$ cat config.mk
export PLATFORM = sky130hd
export DESIGN_NAME = multicycle_controller
export DESIGN_NICKNAME = d
export VERILOG_FILES = /design/src/rtl/riscv_ctrl_pkg.sv /design/src/rtl/opcode_class_dec.sv /design/src/rtl/multicycle_controller.sv
export SDC_FILE = /design/constraint.sdc
export NUM_CORES = 1
export LEC_CHECK = 0
export CAP_MARGIN = 20
export CELL_PAD_IN_SITES_DETAIL_PLACEMENT = 2
export CELL_PAD_IN_SITES_GLOBAL_PLACEMENT = 2
export CORE_ASPECT_RATIO = 0.7
export CORE_MARGIN = 1
export CORE_UTILIZATION = 20
export DETAILED_ROUTE_END_ITERATION = 16
export MAX_ROUTING_LAYER = met4
export PLACE_DENSITY = 0.79
export SYNTH_ARGS = -nofsm -noshare
export SYNTH_HDL_FRONTEND = slang
export SYNTH_SLANG_ARGS = --single-unit
$ cat constraint.sdc
create_clock -name clk -period 1.7 [get_ports clk]
set_input_delay 0.34 -clock clk [delete_from_list [all_inputs] [get_ports clk]]
set_output_delay 0.34 -clock clk [all_outputs]
set_load 0.01 [all_outputs]
$ cat src/rtl/riscv_ctrl_pkg.sv
// Shared opcode, phase and class definitions for the multicycle RV32I control path.
// ILLEGAL_TRAP_EN adds the TRAP phase.
package riscv_ctrl_pkg;

    localparam logic [6:0] R_TYPE = 7'b0110011;
    localparam logic [6:0] I_TYPE = 7'b0010011;
    localparam logic [6:0] LW     = 7'b0000011;
    localparam logic [6:0] SW     = 7'b0100011;
    localparam logic [6:0] BR     = 7'b1100011;

    localparam logic [1:0] ALUOP_MEM = 2'b00;
    localparam logic [1:0] ALUOP_BR  = 2'b01;
    localparam logic [1:0] ALUOP_R   = 2'b10;
    localparam logic [1:0] ALUOP_I   = 2'b11;

    typedef enum logic [2:0] {
        FETCH,
        DECODE,
        EXEC,
        MEM,
        WB
`ifdef ILLEGAL_TRAP_EN
        , TRAP
`endif
    } state_e;

    typedef enum logic [2:0] {
        CLS_NOP,
        CLS_R,
        CLS_I,
        CLS_LD,
        CLS_ST,
        CLS_BR,
        CLS_ILL
    } class_e;

    function automatic logic [1:0] class_alu_op(input class_e c);
        case (c)
            CLS_R:   return ALUOP_R;
            CLS_I:   return ALUOP_I;
            CLS_BR:  return ALUOP_BR;
            default: return ALUOP_MEM;
        endcase
    endfunction

endpackage

$ cat src/rtl/opcode_class_dec.sv
// Combinational opcode -> instruction class decode, shared with the hazard unit.
module opcode_class_dec
    import riscv_ctrl_pkg::*;
(
    input  logic [6:0] opcode,
    output class_e     op_class
);

    always_comb begin
        op_class = CLS_ILL;
        case (opcode)
            R_TYPE:  op_class = CLS_R;
            I_TYPE:  op_class = CLS_I;
            LW:      op_class = CLS_LD;
            SW:      op_class = CLS_ST;
            BR:      op_class = CLS_BR;
            default: op_class = CLS_ILL;
        endcase
    end

endmodule

$ cat src/rtl/multicycle_controller.sv
// Multicycle RV32I phase sequencer driving the shared ALU and memory ports.
// ILLEGAL_TRAP_EN: illegal opcodes park in TRAP with illegal_instr held high.
//
// state  | meaning
// FETCH  | request instruction word, load IR and bump PC when ready
// DECODE | classify opcode, latch class
// EXEC   | ALU operation; branches resolve here
// MEM    | data access, held until dmem_ready
// WB     | register file write
// TRAP   | illegal opcode seen, waits for reset (ILLEGAL_TRAP_EN only)
module multicycle_controller
    import riscv_ctrl_pkg::*;
(
    input  logic       clk,
    input  logic       rst_n,
    input  logic [6:0] opcode,
    input  logic       imem_ready,
    input  logic       dmem_ready,
    output logic       imem_req,
    output logic       ir_write,
    output logic       pc_write,
    output logic       branch,
    output logic       alu_src,
    output logic       mem_to_reg,
    output logic       reg_write,
    output logic       mem_read,
    output logic       mem_write,
    output logic [1:0] alu_op,
`ifdef ILLEGAL_TRAP_EN
    output logic       illegal_instr,
`endif
    output logic       instr_done
);

    state_e state, state_nxt;
    class_e cls_q, dec_cls;

    opcode_class_dec u_dec (
        .opcode   (opcode),
        .op_class (dec_cls)
    );

    always_ff @(posedge clk) begin
        if (!rst_n) begin
            state <= FETCH;
            cls_q <= CLS_NOP;
        end else begin
            state <= state_nxt;
            if (state == DECODE) begin
                cls_q <= dec_cls;
            end
        end
    end

    // All outputs stay low while rst_n is low, regardless of the current phase.
    always_comb begin
        state_nxt  = state;
        imem_req   = 1'b0;
        ir_write   = 1'b0;
        pc_write   = 1'b0;
        branch     = 1'b0;
        alu_src    = 1'b0;
        mem_to_reg = 1'b0;
        reg_write  = 1'b0;
        mem_read   = 1'b0;
        mem_write  = 1'b0;
        alu_op     = ALUOP_MEM;
        instr_done = 1'b0;
`ifdef ILLEGAL_TRAP_EN
        illegal_instr = 1'b0;
`endif
        if (rst_n) begin
            case (state)
                FETCH: begin
                    imem_req = 1'b1;
                    if (imem_ready) begin
                        ir_write  = 1'b1;
                        pc_write  = 1'b1;
                        state_nxt = DECODE;
                    end
                end
                DECODE: begin
                    if (dec_cls == CLS_ILL) begin
`ifdef ILLEGAL_TRAP_EN
                        state_nxt = TRAP;
`else
                        instr_done = 1'b1;
                        state_nxt  = FETCH;
`endif
                    end else begin
                        state_nxt = EXEC;
                    end
                end
                EXEC: begin
                    alu_op  = class_alu_op(cls_q);
                    alu_src = (cls_q == CLS_I) || (cls_q == CLS_LD) || (cls_q == CLS_ST);
                    case (cls_q)
                        CLS_BR: begin
                            branch     = 1'b1;
                            instr_done = 1'b1;
                            state_nxt  = FETCH;
                        end
                        CLS_R, CLS_I:   state_nxt = WB;
                        CLS_LD, CLS_ST: state_nxt = MEM;
                        default:        state_nxt = FETCH;
                    endcase
                end
                MEM: begin
                    alu_op    = ALUOP_MEM;
                    alu_src   = 1'b1;
                    mem_read  = (cls_q == CLS_LD);
                    mem_write = (cls_q == CLS_ST);
                    if (dmem_ready) begin
                        if (cls_q == CLS_LD) begin
                            state_nxt = WB;
                        end else begin
                            instr_done = 1'b1;
                            state_nxt  = FETCH;
                        end
                    end
                end
                WB: begin
                    alu_op     = class_alu_op(cls_q);
                    alu_src    = (cls_q == CLS_I) || (cls_q == CLS_LD);
                    reg_write  = 1'b1;
                    mem_to_reg = (cls_q == CLS_LD);
                    instr_done = 1'b1;
                    state_nxt  = FETCH;
                end
`ifdef ILLEGAL_TRAP_EN
                TRAP: begin
                    illegal_instr = 1'b1;
                end
`endif
                default: state_nxt = FETCH;
            endcase
        end
    end

endmodule

Word level (Yosys, flattened, before mapping)
Cells that the tools add are included.
{ "word_totals": {"register_bits": 6, "inputBits": 11, "wordCells": 59} }
{ "classes": {"n_eq_ne": 17, "n_mux": 33, "reduce_logical": 7} }
{ "op_table": {"columns": ["operator", "count"], "rows": [
  ["$mux 1", 21],
  ["$pmux 3 s5", 1],
  ["$eq 7x6->1 const B", 2],
  ["$eq 3x2->1 const B", 4],
  ["$eq 3x3->1 const B", 4],
  ["$pmux 3 s4", 1],
  ["$mux 3", 3],
  ["$eq 7x2->1 const B", 1],
  ["$eq 7x5->1 const B", 1],
  ["$eq 7x7->1 const B", 1],
  ["$eq 3x1->1 const B", 2],
  ["$mux 2", 3],
  ["$pmux 2 s3", 1],
  ["$pmux 3 s2", 1],
  ["$reduce_or 2->1", 3],
  ["$ne 2x2->1 const B", 2],
  ["$pmux 1 s4", 1],
  ["$logic_not 3->1", 1],
  ["$pmux 1 s3", 1],
  ["$logic_or 1x1->1", 2],
  ["$reduce_and 2->1", 1]
]} }

Logic depth before layout (Yosys ltp)
Gate-level depths: netlist (run 1).
{ "logic_depth": {"word_depth": 6, "depth_mapped": 5} }

Modules after synthesis
From an unflattened synthesis (run 1), not the netlist that was laid out.
{ "hier_totals": {"cells_unflattened": 77, "area_unflattened_um2": 611.8} }
{ "modules_own_cells": {"columns": ["mod", "instances", "cells_per_inst", "area_each_um2", "seq_area_each_um2"], "rows": [
  ["multicycle_controller", 1, 66, 554.3, 120.1],
  ["opcode_class_dec", 1, 11, 57.6, 0.0]
]} }

Worst setup path before layout (run 1)
Ideal clock, no wire load.
{ "synth_path": {"path_type": "register to output", "from": "register state[0]", "to": "output pc_write", "arrival_ps": 1344, "required_ps": 1360, "path_slack_ps": 16, "stages_incl_launch_ff": 6, "cell_sequence": "dfxtp_1 > buf_2 > nand2b_1 > nor3_1 > and2_1 > buf_4"} }
{ "synth_via": {"elab_chain_cells": 3} }
{ "synth_rtl": {"columns": ["element", "line", "text"], "rows": [
  ["start: declaration", "multicycle_controller.sv:35", "state_e state, state_nxt;"],
  ["start signal: assignment", "multicycle_controller.sv:48", "state <= state_nxt;"],
  ["$logic_not 3->1", null, null],
  ["$mux 1 (2 in a row)", null, null],
  ["end: declaration", "multicycle_controller.sv:21", "output logic pc_write,"]
]} }
Every way passes these cells.

Final worst setup path (run 1)
{ "layout_path": {"from": "register cls_q[1]", "to": "output instr_done"} }
{ "layout_via": {"elab_chain_cells": 5, "word_cells_on_any_way": 7, "cone_classes": "eq/ne (2); mux (5)"} }
{ "layout_rtl": {"columns": ["element", "line", "text"], "rows": [
  ["start: declaration", "multicycle_controller.sv:36", "class_e cls_q, dec_cls;"],
  ["start signal: assignment", "multicycle_controller.sv:50", "cls_q <= dec_cls;"],
  ["$eq 3x2->1", "multicycle_controller.sv:114", "if (cls_q == CLS_LD) begin"],
  ["$mux 1", "multicycle_controller.sv:114", null],
  ["$mux 1", "multicycle_controller.sv:113", "if (dmem_ready) begin"],
  ["$pmux 1 s4 *", "multicycle_controller.sv:73", "case (state)"],
  ["$mux 1 *", "multicycle_controller.sv:72", "if (rst_n) begin"],
  ["end: declaration", "multicycle_controller.sv:32", "output logic instr_done"]
]} }
Mark *: on every way between the ends. The rest lies on a longest branch, timed or not.

==> impl_metrics.tcl, run 1 <==
set metrics [dict create \
    status "finished, violations left" \
    violations "negative setup slack" \
    routabilityCongestion 0.771 \
    tightest_slew_ns 0.523 \
    final_core_util_pct 56.9 \
    yosys_warnings 0 \
    hold_ws_ns 0.565 \
    coreArea_um2 2260 \
    cts_buffer_depth 2 \
    seq_area_frac_synth_pct 23.9 \
    dp_hpwl_um 2210 \
    drtIter0Drc 48 \
    viasPerCell 5.15 \
    die_x_um 61.9 \
    cts_tree "done" \
    synthesis.area_um2 502 \
    post_layout_nonfiller_instances 167 \
    drive_gt1_share_pct 73.3 \
    synthFlopType "dfxtp_1" \
    relSlewSlack_pct 65.0 \
    grt_max_degree 12 \
    yosysUniqueCellTypes 35 \
    synth_edf_count 0 \
    skew_ns 0.00607 \
    start_util_pct 22.2 \
    grt.total_usage_pct 29.1 \
    path_max_fanout 4 \
    vdd_drop_max_mv 0.329 \
    num_antenna_cells 0 \
    fillerInstances 228 \
    ys_ff_latch 6 \
    maxCapViolations 0 \
    port_buffers 22 \
    grt_overflow_total 0 \
    rows 14 \
    place_inst 148 \
    vias 860 \
    async_flop_share_pct 0 \
    clk_pin_slew_ns 0.05 \
    routed_wl_um 4230 \
    rsz0062_at_grt "yes" \
    fin_crit_sh_pct 107 \
    numClockSinks 6 \
    fmax_ghz 0.548 \
    crit_required_ns 1.36 \
    total_power_mw 0.507 \
    syn_area_per_cell_um2 7.49 \
    die_area_um2 2720 \
    numCtsBuffers 3 \
    die_h_um 43.9 \
    power_leakage_nw 0.552 \
    ctsHoldBuffers 0 \
    worst_ep_arrival_time_ns 1.48 \
    antenna_found_initial 0 \
    cts-root-buf "clkbuf_4" \
    worstSetupPathType "flip-flop to output port" \
    syn-num-nets 78 \
    setup_viol 6 \
    syn_inst 67 \
    htree_levels 1 \
    clk_latency_ns 0.26 \
    report.final.slew_viol_count 0 \
    dr.pass1.iters 4 \
    io_pins 23 \
    powerDensity_nw_per_um2 394 \
    period_needed_ns 1.82 \
    area_growth_pct 156 \
    ant_nets 0 \
    min-delay-path-class "input pin to flip-flop" \
    layout.nets 148 \
    hold_viol_final 0 \
    end_kind "output port" \
    cp-start-kind "flip-flop" \
    grt_pass1_wl_um 5150 \
    place_ws_ns -0.872 \
    wl_per_cell_um 25.3 \
    grt_pass1_vias 913 \
    drc 0 \
    timing.final.ws_setup_ns -0.124 \
]
==> per-layer routing <==
layer  wire length (um)  up-vias  part of all wire [%]  track usage, %
met2               2090       45                    50            52.0
met1               1800      421                    43            32.9
met3                271        7                   6.4            7.76
met5                  0        -                     0               -
met4                 61        0                   1.4            4.00
li1                   -      387                     -               -
==> report_power, final <==
part | switching, mW | total, mW | internal (mW)
logic | 0.100 | 0.211 | 0.111
registers | 0.00651 | 0.152 | 0.145
clock network | 0.0631 | 0.144 | 0.0807
total | 0.170 | 0.507 | 0.337
==> path summary, 6_finish.rpt <==
| check | end | startpoint | depth (start not counted) | slack (ns) |
|---|---|---|---|---|
| setup / recovery | instr_done | cls_q[1] | 6 | -0.12 |
| setup reg to reg | state[2] | cls_q[0] | 4 | 0.01 |
| hold / removal | cls_q[1] | opcode[4] | 4 | 0.56 |
| hold reg to reg | state[0] | state[0] | 3 | 0.69 |
==> stage by stage <==
| step | area [um2] | TNS, ns |
|---|---|---|
| floorplan | 502 | 0 |
| global placement | 971 | -6.19 |
| detailed placement | 971 | -7.06 |
| CTS | 1160 | -0.195 |
| global route | 1290 | -0.856 |
| finish | 1290 | -0.460 |
==> cell usage in the layout, fill, tap and decap left out, types with 3 or more instances in the layout <==
cell type      instances
o21ai_0                3
buf_4                 38
a21oi_1                4
dlygate4sd2_1          3
dfxtp_2                5
nand2b_4               4
buf_6                  9
clkbuf_4               3
nand2_1                4
buf_2                 10
==> worst max-delay path, cell delays in order, from the launching register on <==
cell	delay, ns
dfxtp_2	0.33
inv_2	0.06
buf_4	0.14
nand3_1	0.17
o21a_1	0.23
o2bb2ai_2	0.14
buf_2	0.16
==> cells by family after synthesis <==
group           count (synthesis)  share of synthesized area (%)
simple gates                   34                           41.9
compound gates                 20                           26.9
flops                           6                           23.9
buf+inv                         6                           5.49
xor+xnor                        1                           1.75
==> registers in the layout, summed over array words and instances, names as in the netlist <==
register	cells
state	3
cls_q	3
==> final cells by class <==
| type | count | area (um2) | share of cell area, % |
|---|---|---|---|
| sequential | 6 | 130 | 10.1 |
| multi-input combinational | 55 | 534 | 41.5 |
| inverter | 3 | 11.3 | 0.875 |
| timing repair buffer | 68 | 548 | 42.6 |
| tap | 32 | 40.0 | 3.11 |
| clock buffer | 3 | 22.5 | 1.75 |
==> what timing repair did <==
| item | 4_1_cts | 5_1_grt |
|---|---|---|
| pin swaps | 11 | 12 |
| endpoints found under the setup margin | 12 | 16 |
| gates resized for setup | 98 | 23 |
| hold endpoints to repair | 0 | 0 |
| buffers inserted | 8 | 8 |
==> Yosys cell counts, drive strengths merged, types with 2 or more instances <==
master,count,share of area [%]
nand2,5,3.7
inv,3,2.2
a21oi,5,5.0
o21ai,5,5.0
a31oi,2,2.5
nor2,3,2.2
buf,2,2.5
nand3,3,3.0
a2111oi,2,4.7
dfxtp,6,24
or3,2,2.7
nor2b,3,3.7
nand2b,4,5.0
nor3,5,5.0
(Power assumes the default switching activity.)
==> inputs of run 2 (changes only) <==
ABC_AREA = 0   (was unset)
CORE_MARGIN = unset   (was 1)
==> results of run 2 <==
No change in the layout: final DEF, timing and power equal those of run 1.
==> inputs of run 3 (changes only) <==
ABC_AREA = 1   (was 0)
CORE_UTILIZATION = 19   (was 20)
PLACE_DENSITY = 0.81   (was 0.79)
==> run 3 against run 2 <==
Flip-flop and latch count unchanged. Clock skew increased by 0.0012 ns. Final cell count increased by 8.4%. Register-to-register slack improved by 0.22 ns. Power increased by 8.3%. Critical endpoint is now ir_write. The run still ends with negative setup slack left. Final area decreased by 12%. Synthesized area increased by 5.7%. Clock power increased by 51%. Via count increased by 0.47%. Global-route usage decreased by 9.5 points. Routed wire length decreased by 17%. Combinational power decreased by 20%.
==> impl_metrics.tcl, run 3 <==
set metrics [dict create \
    status "finished, violations left" \
    violations "negative setup slack" \
    crit_required_ns 1.36 \
    seq_area_frac_synth_pct 22.6 \
    async_flop_share_pct 0 \
    drc 0 \
    grt_max_degree 9 \
    timing.final.ws_setup_ns -0.0707 \
    cp-start-kind "flip-flop" \
    vias 864 \
    die_area_um2 3010 \
    wl_per_cell_um 19.4 \
    layout.nets 160 \
    tightest_slew_ns 0.268 \
    path_max_fanout 3 \
    yosysUniqueCellTypes 17 \
    antenna_found_initial 0 \
    synth_common_cells "nand2_1, inv_1, nor2_1, a21oi_1, nand3_1" \
    powerDensity_nw_per_um2 487 \
    synthFlopType "dfxtp_1" \
    worst_ep_arrival_time_ns 1.43 \
    hold_viol_final 0 \
    rows 15 \
    routabilityCongestion 0.795 \
    min-delay-path-class "input pin to flip-flop" \
    worstSetupPathType "flip-flop to output port" \
    cts_buffer_depth 2 \
    die_h_um 46.2 \
    synth_top_area_cell "dfxtp_1" \
    place_ws_ns -0.567 \
    syn_area_per_cell_um2 5.64 \
    rsz0062_at_grt "yes" \
    io_pins 23 \
    fillerInstances 308 \
    maxCapViolations 0 \
    synthesis.area_um2 531 \
    fmax_ghz 0.565 \
    skew_ns 0.00730 \
    numClockSinks 6 \
    synth_edf_count 0 \
    final_common_cell "buf_4" \
    num_antenna_cells 0 \
    ant_nets 0 \
    ctsHoldBuffers 0 \
    routed_wl_um 3510 \
    syn_inst 94 \
    yosys.cell_count.top_type "nand2_1" \
    cts_tree "done" \
    clk_pin_slew_ns 0.04 \
    fin_crit_sh_pct 104 \
    dp_hpwl_um 2130 \
    numCtsBuffers 3 \
    area_growth_pct 112 \
    grt_pass1_wl_um 4190 \
    end_kind "output port" \
    period_needed_ns 1.77 \
    port_buffers 22 \
    layout_common_cells "buf_4, nand2_1, inv_1" \
    viasPerCell 4.77 \
    grt_overflow_total 0 \
    ys_ff_latch 6 \
    start_util_pct 20.8 \
    syn-num-nets 105 \
    setup_viol 5 \
    clk_latency_ns 0.23 \
    grt_pass1_vias 868 \
    report.final.slew_viol_count 0 \
    htree_levels 1 \
    relSlewSlack_pct 82.1 \
    top_regs "cls_q: 3 flops, state: 3 flops" \
    coreArea_um2 2550 \
    die_x_um 65.2 \
    vdd_drop_max_mv 0.334 \
    place_inst 172 \
    cts-root-buf "clkbuf_8" \
    post_layout_nonfiller_instances 181 \
    grt.total_usage_pct 19.6 \
    drtIter0Drc 28 \
    drive_gt1_share_pct 54.4 \
    synth_top_area_share_pct 22.6 \
    synth_area_leaders "dfxtp_1, nand2_1, inv_1" \
    yosys_warnings 0 \
    power_leakage_nw 0.593 \
    dr.pass1.iters 4 \
]
run 3: cell types whose count changed in the layout (fill, tap and decap cells not counted), sizes merged, moves of 3 or more:
cell | previous run | this run
dlymetal6s2s | 0 | 6
nand2b | 4 | 0
buf | 59 | 40
nor2b | 3 | 0
nand3 | 3 | 9
nor2 | 3 | 16
inv | 3 | 17
a21oi | 5 | 11
nand2 | 5 | 21
run 3: report_power, final:
group	switching, mW	total, mW	internal (mW)	leakage (nW)
clock	0.0642	0.217	0.152	0.0216
combinational	0.0900	0.169	0.0788	0.519
sequential	0.0156	0.164	0.148	0.0518
run 3: layout make-up:
type / count / area, um2 / share of cell area, %
multi-input combinational: 69 / 425 / 37.7
timing repair buffer: 52 / 424 / 37.6
sequential: 6 / 130 / 11.5
inverter: 17 / 63.8 / 5.66
tap: 34 / 42.5 / 3.77
clock buffer: 3 / 41.3 / 3.66
run 3: per-stage QoR:
stage	power (mW)	hold slack (ns)	area, um2	setup TNS, ns	utilization, %
after CTS	0.529	0.605	1030	-0.0747	40.3
after floorplan	0.212	0.438	531	0	-
after detailed placement	0.303	0.629	962	-4.56	37.7
after global routing	0.573	0.612	1130	-0.438	44.2
final	0.549	0.589	1130	-0.182	44.2
after global placement	0.291	0.607	962	-4.26	37.7
run 3: path summary, 6_finish.rpt:
| kind | slack, ns | startpoint | endpoint | cells past startpoint |
|---|---|---|---|---|
| worst max-delay path | -0.07 | state[1] | ir_write | 6 |
| worst min-delay path | 0.59 | opcode[4] | cls_q[2] | 4 |
| worst max register to register | 0.23 | state[2] | state[0] | 8 |
| worst min register to register | 0.63 | cls_q[2] | cls_q[2] | 2 |
run 3: worst max-delay path, stage by stage (launching register included):
cell     delay (ns)
dfxtp_2        0.33
buf_6          0.13
nor2_4         0.13
buf_6          0.13
nand2_4        0.06
nor3_4         0.25
buf_2          0.19
run 3: kinds of logic after synthesis:
kind of cell	Yosys count	share of synthesized area (%)
compound gates	16	15.1
flops	6	22.6
simple gates	53	48.1
buf+inv	19	14.2
run 3: metal layers:
metal  part of all wire (%)  up-vias  routed length, um  GRT usage [%]
li1                       -      405                  -              -
met1                     45      426               1570           22.8
met2                     49       21               1730           37.3
met3                    2.7       12                 94           1.49
met4                    3.4        0                119           5.22
met5                      0        -                  0              -
run 3: what timing repair did:
item                                    4_1_cts  5_1_grt
resized for setup                            66       27
pin swaps                                     7        9
endpoints found under the setup margin       12       11
setup buffers                                 3        3
